===== src/rtl/uart_alu_ctrl_pkg.sv =====
// Shared types for the UART-ALU command controller.
// ALU opcodes, controller states and width constants.
package uart_alu_ctrl_pkg;

  localparam int DATA_WIDTH = 8;
  localparam int RESULT_W   = 2 * DATA_WIDTH;
  localparam int OPC_MAX    = 11;

  typedef enum logic [3:0] {
    Addition       = 4'd0,
    Subtraction    = 4'd1,
    Multiplication = 4'd2,
    Division       = 4'd3,
    AND_e          = 4'd4,
    OR_e           = 4'd5,
    NAND_e         = 4'd6,
    NOR_e          = 4'd7,
    XOR_e          = 4'd8,
    CMPH           = 4'd9,
    SHIFTL         = 4'd10,
    SHIFTR         = 4'd11
  } Alu_op_e;

  typedef enum logic [2:0] {
    IDLE,
    GET_A,
    GET_B,
    ISSUE,
    WAIT_RES,
    SEND_LO,
    SEND_HI
  } ctrl_state_e;

endpackage


===== src/rtl/uart_alu_ctrl_txser.sv =====
// Result serialiser: emits a 2*DW result as lo then hi byte
// over a valid/busy handshake, with an idle cycle between bytes.
module uart_alu_ctrl_txser #(
  parameter int DATA_WIDTH = 8
) (
  input  logic                      CLK,
  input  logic                      RST,
  input  logic                      load,
  input  logic [2*DATA_WIDTH-1:0]   result,
  input  logic                      TX_BUSY,
  output logic [DATA_WIDTH-1:0]     TX_P_DATA,
  output logic                      TX_D_VLD,
  output logic                      acc
);
  import uart_alu_ctrl_pkg::*;

  localparam int RW = 2 * DATA_WIDTH;

  logic [RW-1:0] res;
  logic          hi;
  logic          gap;
  logic          vld;

  assign acc       = vld && !TX_BUSY;
  assign TX_D_VLD  = vld;
  assign TX_P_DATA = hi ? res[RW-1:DATA_WIDTH]
                        : res[DATA_WIDTH-1:0];

  always_ff @(posedge CLK) begin
    if (RST) begin
      res <= '0;
      hi  <= 1'b0;
      gap <= 1'b0;
      vld <= 1'b0;
    end else if (load) begin
      res <= result;
      hi  <= 1'b0;
      gap <= 1'b0;
      vld <= 1'b1;
    end else if (acc) begin
      // after the lo byte, insert one idle cycle then show hi
      vld <= 1'b0;
      gap <= !hi;
      hi  <= !hi;
    end else if (gap) begin
      vld <= 1'b1;
      gap <= 1'b0;
    end
  end

endmodule


===== src/rtl/uart_alu_ctrl.sv =====
// UART-ALU command controller: RX frame (op, A, B) -> ALU -> TX lo/hi.
// Optional macro ALU_DIV0_CHECK_EN short-circuits division by zero.
module uart_alu_ctrl #(
  parameter int DATA_WIDTH   = uart_alu_ctrl_pkg::DATA_WIDTH,
  parameter int RESP_TIMEOUT = 15
) (
  input  logic                      CLK,
  input  logic                      RST,
  input  logic [DATA_WIDTH-1:0]     RX_P_DATA,
  input  logic                      RX_D_VLD,
  output logic [DATA_WIDTH-1:0]     ALU_A,
  output logic [DATA_WIDTH-1:0]     ALU_B,
  output logic [3:0]                ALU_FUN,
  output logic                      ALU_EN,
  input  logic [2*DATA_WIDTH-1:0]   ALU_OUT,
  input  logic                      ALU_OUT_VLD,
  output logic [DATA_WIDTH-1:0]     TX_P_DATA,
  output logic                      TX_D_VLD,
  input  logic                      TX_BUSY,
  output logic                      BUSY,
  output logic                      ERR
);
  import uart_alu_ctrl_pkg::*;

  localparam int RW = 2 * DATA_WIDTH;
  localparam int CW = $clog2(RESP_TIMEOUT + 1);

  ctrl_state_e   state;
  ctrl_state_e   state_nxt;
  logic [CW-1:0] cnt;
  logic          tx_load;
  logic [RW-1:0] tx_res;
  logic          tx_acc;
  logic          opc_bad;
  logic          div0;

  assign opc_bad = RX_P_DATA > DATA_WIDTH'(OPC_MAX);
  assign BUSY    = state != IDLE;

`ifdef ALU_DIV0_CHECK_EN
  assign div0 = (ALU_FUN == 4'(Division)) && (ALU_B == '0);
`else
  assign div0 = 1'b0;
`endif

  always_comb begin
    state_nxt = state;
    ALU_EN    = 1'b0;
    ERR       = 1'b0;
    tx_load   = 1'b0;
    tx_res    = ALU_OUT;
    unique case (state)
      IDLE: begin
        if (RX_D_VLD) begin
          if (opc_bad) ERR = 1'b1;
          else state_nxt = GET_A;
        end
      end
      GET_A: if (RX_D_VLD) state_nxt = GET_B;
      GET_B: if (RX_D_VLD) state_nxt = ISSUE;
      ISSUE: begin
        ERR = RX_D_VLD;
        if (div0) begin
          ERR       = 1'b1;
          tx_load   = 1'b1;
          tx_res    = '1;
          state_nxt = SEND_LO;
        end else begin
          ALU_EN    = 1'b1;
          state_nxt = WAIT_RES;
        end
      end
      WAIT_RES: begin
        ERR = RX_D_VLD;
        if (ALU_OUT_VLD) begin
          tx_load   = 1'b1;
          state_nxt = SEND_LO;
        end else if (cnt == CW'(RESP_TIMEOUT)) begin
          ERR       = 1'b1;
          state_nxt = IDLE;
        end
      end
      SEND_LO: begin
        ERR = RX_D_VLD;
        if (tx_acc) state_nxt = SEND_HI;
      end
      SEND_HI: begin
        ERR = RX_D_VLD;
        if (tx_acc) state_nxt = IDLE;
      end
      default: state_nxt = IDLE;
    endcase
  end

  always_ff @(posedge CLK) begin
    if (RST) begin
      state   <= IDLE;
      ALU_A   <= '0;
      ALU_B   <= '0;
      ALU_FUN <= 4'(Addition);
      cnt     <= '0;
    end else begin
      state <= state_nxt;
      if (state == IDLE && RX_D_VLD) ALU_FUN <= RX_P_DATA[3:0];
      if (state == GET_A && RX_D_VLD) ALU_A <= RX_P_DATA;
      if (state == GET_B && RX_D_VLD) ALU_B <= RX_P_DATA;
      // cnt equals cycles elapsed since ALU_EN while waiting
      if (state == ISSUE) cnt <= CW'(1);
      else if (state == WAIT_RES) cnt <= cnt + CW'(1);
    end
  end

  uart_alu_ctrl_txser #(
    .DATA_WIDTH (DATA_WIDTH)
  ) u_txser (
    .CLK       (CLK),
    .RST       (RST),
    .load      (tx_load),
    .result    (tx_res),
    .TX_BUSY   (TX_BUSY),
    .TX_P_DATA (TX_P_DATA),
    .TX_D_VLD  (TX_D_VLD),
    .acc       (tx_acc)
  );

endmodule


===== config.mk =====
export PLATFORM = sky130hd
export DESIGN_NAME = uart_alu_ctrl
export DESIGN_NICKNAME = d
export VERILOG_FILES = /design/src/rtl/uart_alu_ctrl_pkg.sv /design/src/rtl/uart_alu_ctrl_txser.sv /design/src/rtl/uart_alu_ctrl.sv
export SDC_FILE = /design/constraint.sdc
export NUM_CORES = 1
export LEC_CHECK = 0
export ABC_AREA = 1
export CORE_MARGIN = 4
export CORE_UTILIZATION = 46
export DETAILED_ROUTE_END_ITERATION = 12
export GPL_TIMING_DRIVEN = 0
export HOLD_SLACK_MARGIN = 0.06
export PLACE_DENSITY = 0.79
export SKIP_CTS_REPAIR_TIMING = 1
export SLEW_MARGIN = 40
export SYNTH_ARGS = -nofsm -noshare
export SYNTH_HDL_FRONTEND = slang
export SYNTH_SLANG_ARGS = --single-unit

===== constraint.sdc =====
create_clock -name CLK -period 1.4 [get_ports CLK]
set_input_delay 0.42 -clock CLK [delete_from_list [all_inputs] [get_ports CLK]]
set_output_delay 0.42 -clock CLK [all_outputs]
set_load 0.01 [all_outputs]

==> results.sh <==
export IMPL_ys_top_cells_by_count="nand2_1, nor2_1, dfxtp_1"
export IMPL_ioPinCount=61
export IMPL_hpwl_um=3790
export IMPL_netlist_instances=269
export IMPL_start_kind="flip-flop"
export IMPL_critPathArrivalTime_ps=1380
export IMPL_drt_wl_total_um=5652
export IMPL_relSlewSlack=0.6864
export IMPL_grtUsageTotal=0.1998
export IMPL_port_buffers=58
export IMPL_setup_violations=11
export IMPL_synth_edff_count=0
export IMPL_cp_top_family="simple AND/OR/NAND/NOR gates"
export IMPL_numCtsBuffers=5
export IMPL_yosysSeqAreaShare=0.4620
export IMPL_syn_to_final_growth_pct=54.61
export IMPL_wl_per_cell_um=14.24
export IMPL_num_vias=2036
export IMPL_cpPeakStageDelay_ps=330
export IMPL_finalCritPeriodShare=1.288
export IMPL_rsz0062_at_grt="yes"
export IMPL_crit_top_cell="nand2_1"
export IMPL_crit_required_ps=980
export IMPL_clockBufferDepth=2
export IMPL_rows=23
export IMPL_cts_tree="yes"
export IMPL_p_per_area_mw_per_mm2=1412
export IMPL_dr_wl_met3_um=267
export IMPL_synthMostInstantiatedCell="nand2_1"
export IMPL_synthArstFlopShare=0
export IMPL_yosysTopAreaCellShare=0.4620
export IMPL_cp_end_kind="primary output"
export IMPL_clkTransAtPathRegs_ps=90
export IMPL_hold_viol=0
export IMPL_fmax_mhz=554.7
export IMPL_topRoutingLayerUsed="met4"
export IMPL_met1_length_um=2422
export IMPL_route_met2_wl_um=2914
export IMPL_cts_root_buf="clkbuf_8"
export IMPL_gp_congestion=0.7785
export IMPL_syn_avg_cell_area_um2=7.410
export IMPL_clkSinkCount=46
export IMPL_ys_top_cells_by_area="dfxtp_1, nand2_1, o21ai_0"
export IMPL_critPathKind="reg -> out"
export IMPL_drcViolationCount=0
export IMPL_fin_area_mm2=0.003082
export IMPL_fin_skew_ps=8.263
export IMPL_clk_latency_ps=300
export IMPL_yosysUniqueCellTypes=28
export IMPL_finalMaxSlewViolations=0
export IMPL_overflow=0
export IMPL_ys_ff_latch=46
export IMPL_hold_path_class="in -> reg"
export IMPL_violations="setup timing"
export IMPL_htreeDepth=2
export IMPL_core_mm2=0.004086
export IMPL_grt_pass1_wl_um=8314
export IMPL_path_max_fanout=7
export IMPL_path_cells="buf_8, nor2_2, nand2_1, nand2_1, nand2_1, nand3_2, buf_6"
export IMPL_drt_pre_antenna_iters=4
export IMPL_avgViaCountPerCell=5.128
export IMPL_synth_ff_type="dfxtp_1"
export IMPL_place_area_mm2=0.002636
export IMPL_status="complete, but fails checks"
export IMPL_drive_above_1_share=0.2450
export IMPL_syn_nets=299
export IMPL_setup_ws_ps=-402.7
export IMPL_final_antenna_net_count=0
export IMPL_worst_pin_slew_ps=470.3
export IMPL_die_height_um=73.83
export IMPL_die_x_um=73.83
export IMPL_ys_warn_count=0
export IMPL_critical_path_slowest_cell="dfxtp_2"
export IMPL_fill_cells=285
export IMPL_drt_iter0_markers=114
export IMPL_antenna_found_initial=0
export IMPL_finalCriticalPeriod_ps=1803
export IMPL_max_cap_violations=0
export IMPL_die_area_mm2=0.005450
export IMPL_nets=376
export IMPL_start_util=0.4878
export IMPL_yosys_area_top_type="dfxtp_1"
export IMPL_grt_pass1_vias=1764
export IMPL_grt_max_degree=16
export IMPL_p_leak_uw=0.001716
export IMPL_path_buf_inv=2
export IMPL_holdWs_ps=420.5
export IMPL_peakVddDrop_v=0.0009382
export IMPL_synthesis_area_mm2=0.001993
export IMPL_diodes=0
[path summary, 6_finish.rpt]
| check | from | to | slack [ps] | depth (start not counted) |
|---|---|---|---|---|
| worst max-delay path | state[1] | ERR | -400 | 7 |
| worst min-delay path | RX_D_VLD | ALU_FUN[3] | 420 | 3 |
| worst max register to register | state[1] | u_txser.res[7] | 50 | 8 |
| worst min register to register | ALU_FUN[3] | ALU_FUN[3] | 460 | 2 |
[kinds of logic after synthesis]
logic type,Yosys count,synth area share
xor+xnor,2,0.008790
buf+inv,35,0.08788
flops,46,0.4620
fa+ha+maj,1,0.006276
compound gates,63,0.1613
simple gates,122,0.2737
[flip-flops by register name (all words and copies together) (netlist names)]
register / count
u_txser.res: 16
state: 3
u_txser.hi: 1
cnt: 4
ALU_FUN: 4
u_txser.TX_D_VLD: 1
ALU_B: 8
ALU_A: 8
u_txser.gap: 1
[metrics by stage]
| stage | util | setup TNS (ps) | total power (uW) | cells | worst slack [ps] |
|---|---|---|---|---|---|
| 2_1_floorplan | - | 0 | 2461 | 269 | 18.83 |
| 3_3_place_gp | 0.6451 | -10160 | 3060 | 377 | -898.7 |
| 3_5_place_dp | 0.6451 | -11050 | 3101 | 377 | -909.3 |
| 4_1_cts | 0.6730 | -14620 | 4077 | 385 | -1031 |
| 5_1_grt | 0.7541 | -2869 | 4605 | 397 | -466.8 |
| 6_report | 0.7541 | -2227 | 4353 | 397 | -402.7 |
[worst reg2reg max path, stage by stage (launching register included)]
cell	delay, ps
dfxtp_2	330
buf_8	140
inv_8	70
nand2_8	70
nor2_8	160
nand2_4	130
buf_6	180
o21ai_1	120
a21oi_1	50
[power breakdown]
group	total [uW]	switching (uW)	internal [uW]
combinational	1650	862	791
clock	1000	469	531
sequential	1700	145	1550
total	4350	1480	2880
[per-layer routing]
layer | vias up | track usage
met5 | - | 0
met4 | 0 | 0.04829
met2 | 51 | 0.3258
met1 | 955 | 0.2575
li1 | 1022 | -
met3 | 8 | 0.06019
[placed cells by master, fill, tap and decap left out, types with 2 or more instances in the layout]
| cell type | instances |
|---|---|
| nor2_1 | 47 |
| clkbuf_8 | 5 |
| buf_6 | 11 |
| clkdlybuf4s50_1 | 19 |
| inv_2 | 2 |
| clkinvlp_4 | 2 |
| inv_1 | 18 |
| buf_2 | 10 |
| inv_4 | 3 |
| dlymetal6s2s_1 | 28 |
| nand3_1 | 6 |
| o21ai_1 | 4 |
| dfxtp_4 | 3 |
| a21oi_1 | 23 |
| nand4_1 | 3 |
| clkbuf_1 | 2 |
| o21ai_2 | 9 |
| nand2_1 | 41 |
| nor2_4 | 2 |
| nand2_4 | 5 |
| dfxtp_2 | 2 |
| buf_4 | 8 |
| dfxtp_1 | 41 |
| o21ai_0 | 26 |
| nand3_2 | 3 |
| buf_12 | 2 |
| nand2_2 | 8 |
[area by class of cell]
| type | instances | area, um^2 | area share |
|---|---|---|---|
| Timing Repair Buffer | 71 | 748.2 | 0.2428 |
| Tap cell | 50 | 62.56 | 0.02030 |
| Multi-Input combinational cell | 188 | 1028 | 0.3337 |
| Sequential cell | 46 | 934.6 | 0.3033 |
| Buffer | 10 | 88.84 | 0.02883 |
| Clock inverter | 3 | 45.04 | 0.01462 |
| Inverter | 24 | 105.1 | 0.03410 |
| Clock buffer | 5 | 68.82 | 0.02233 |
No activity file was read; power rests on OpenSTA's default activity.
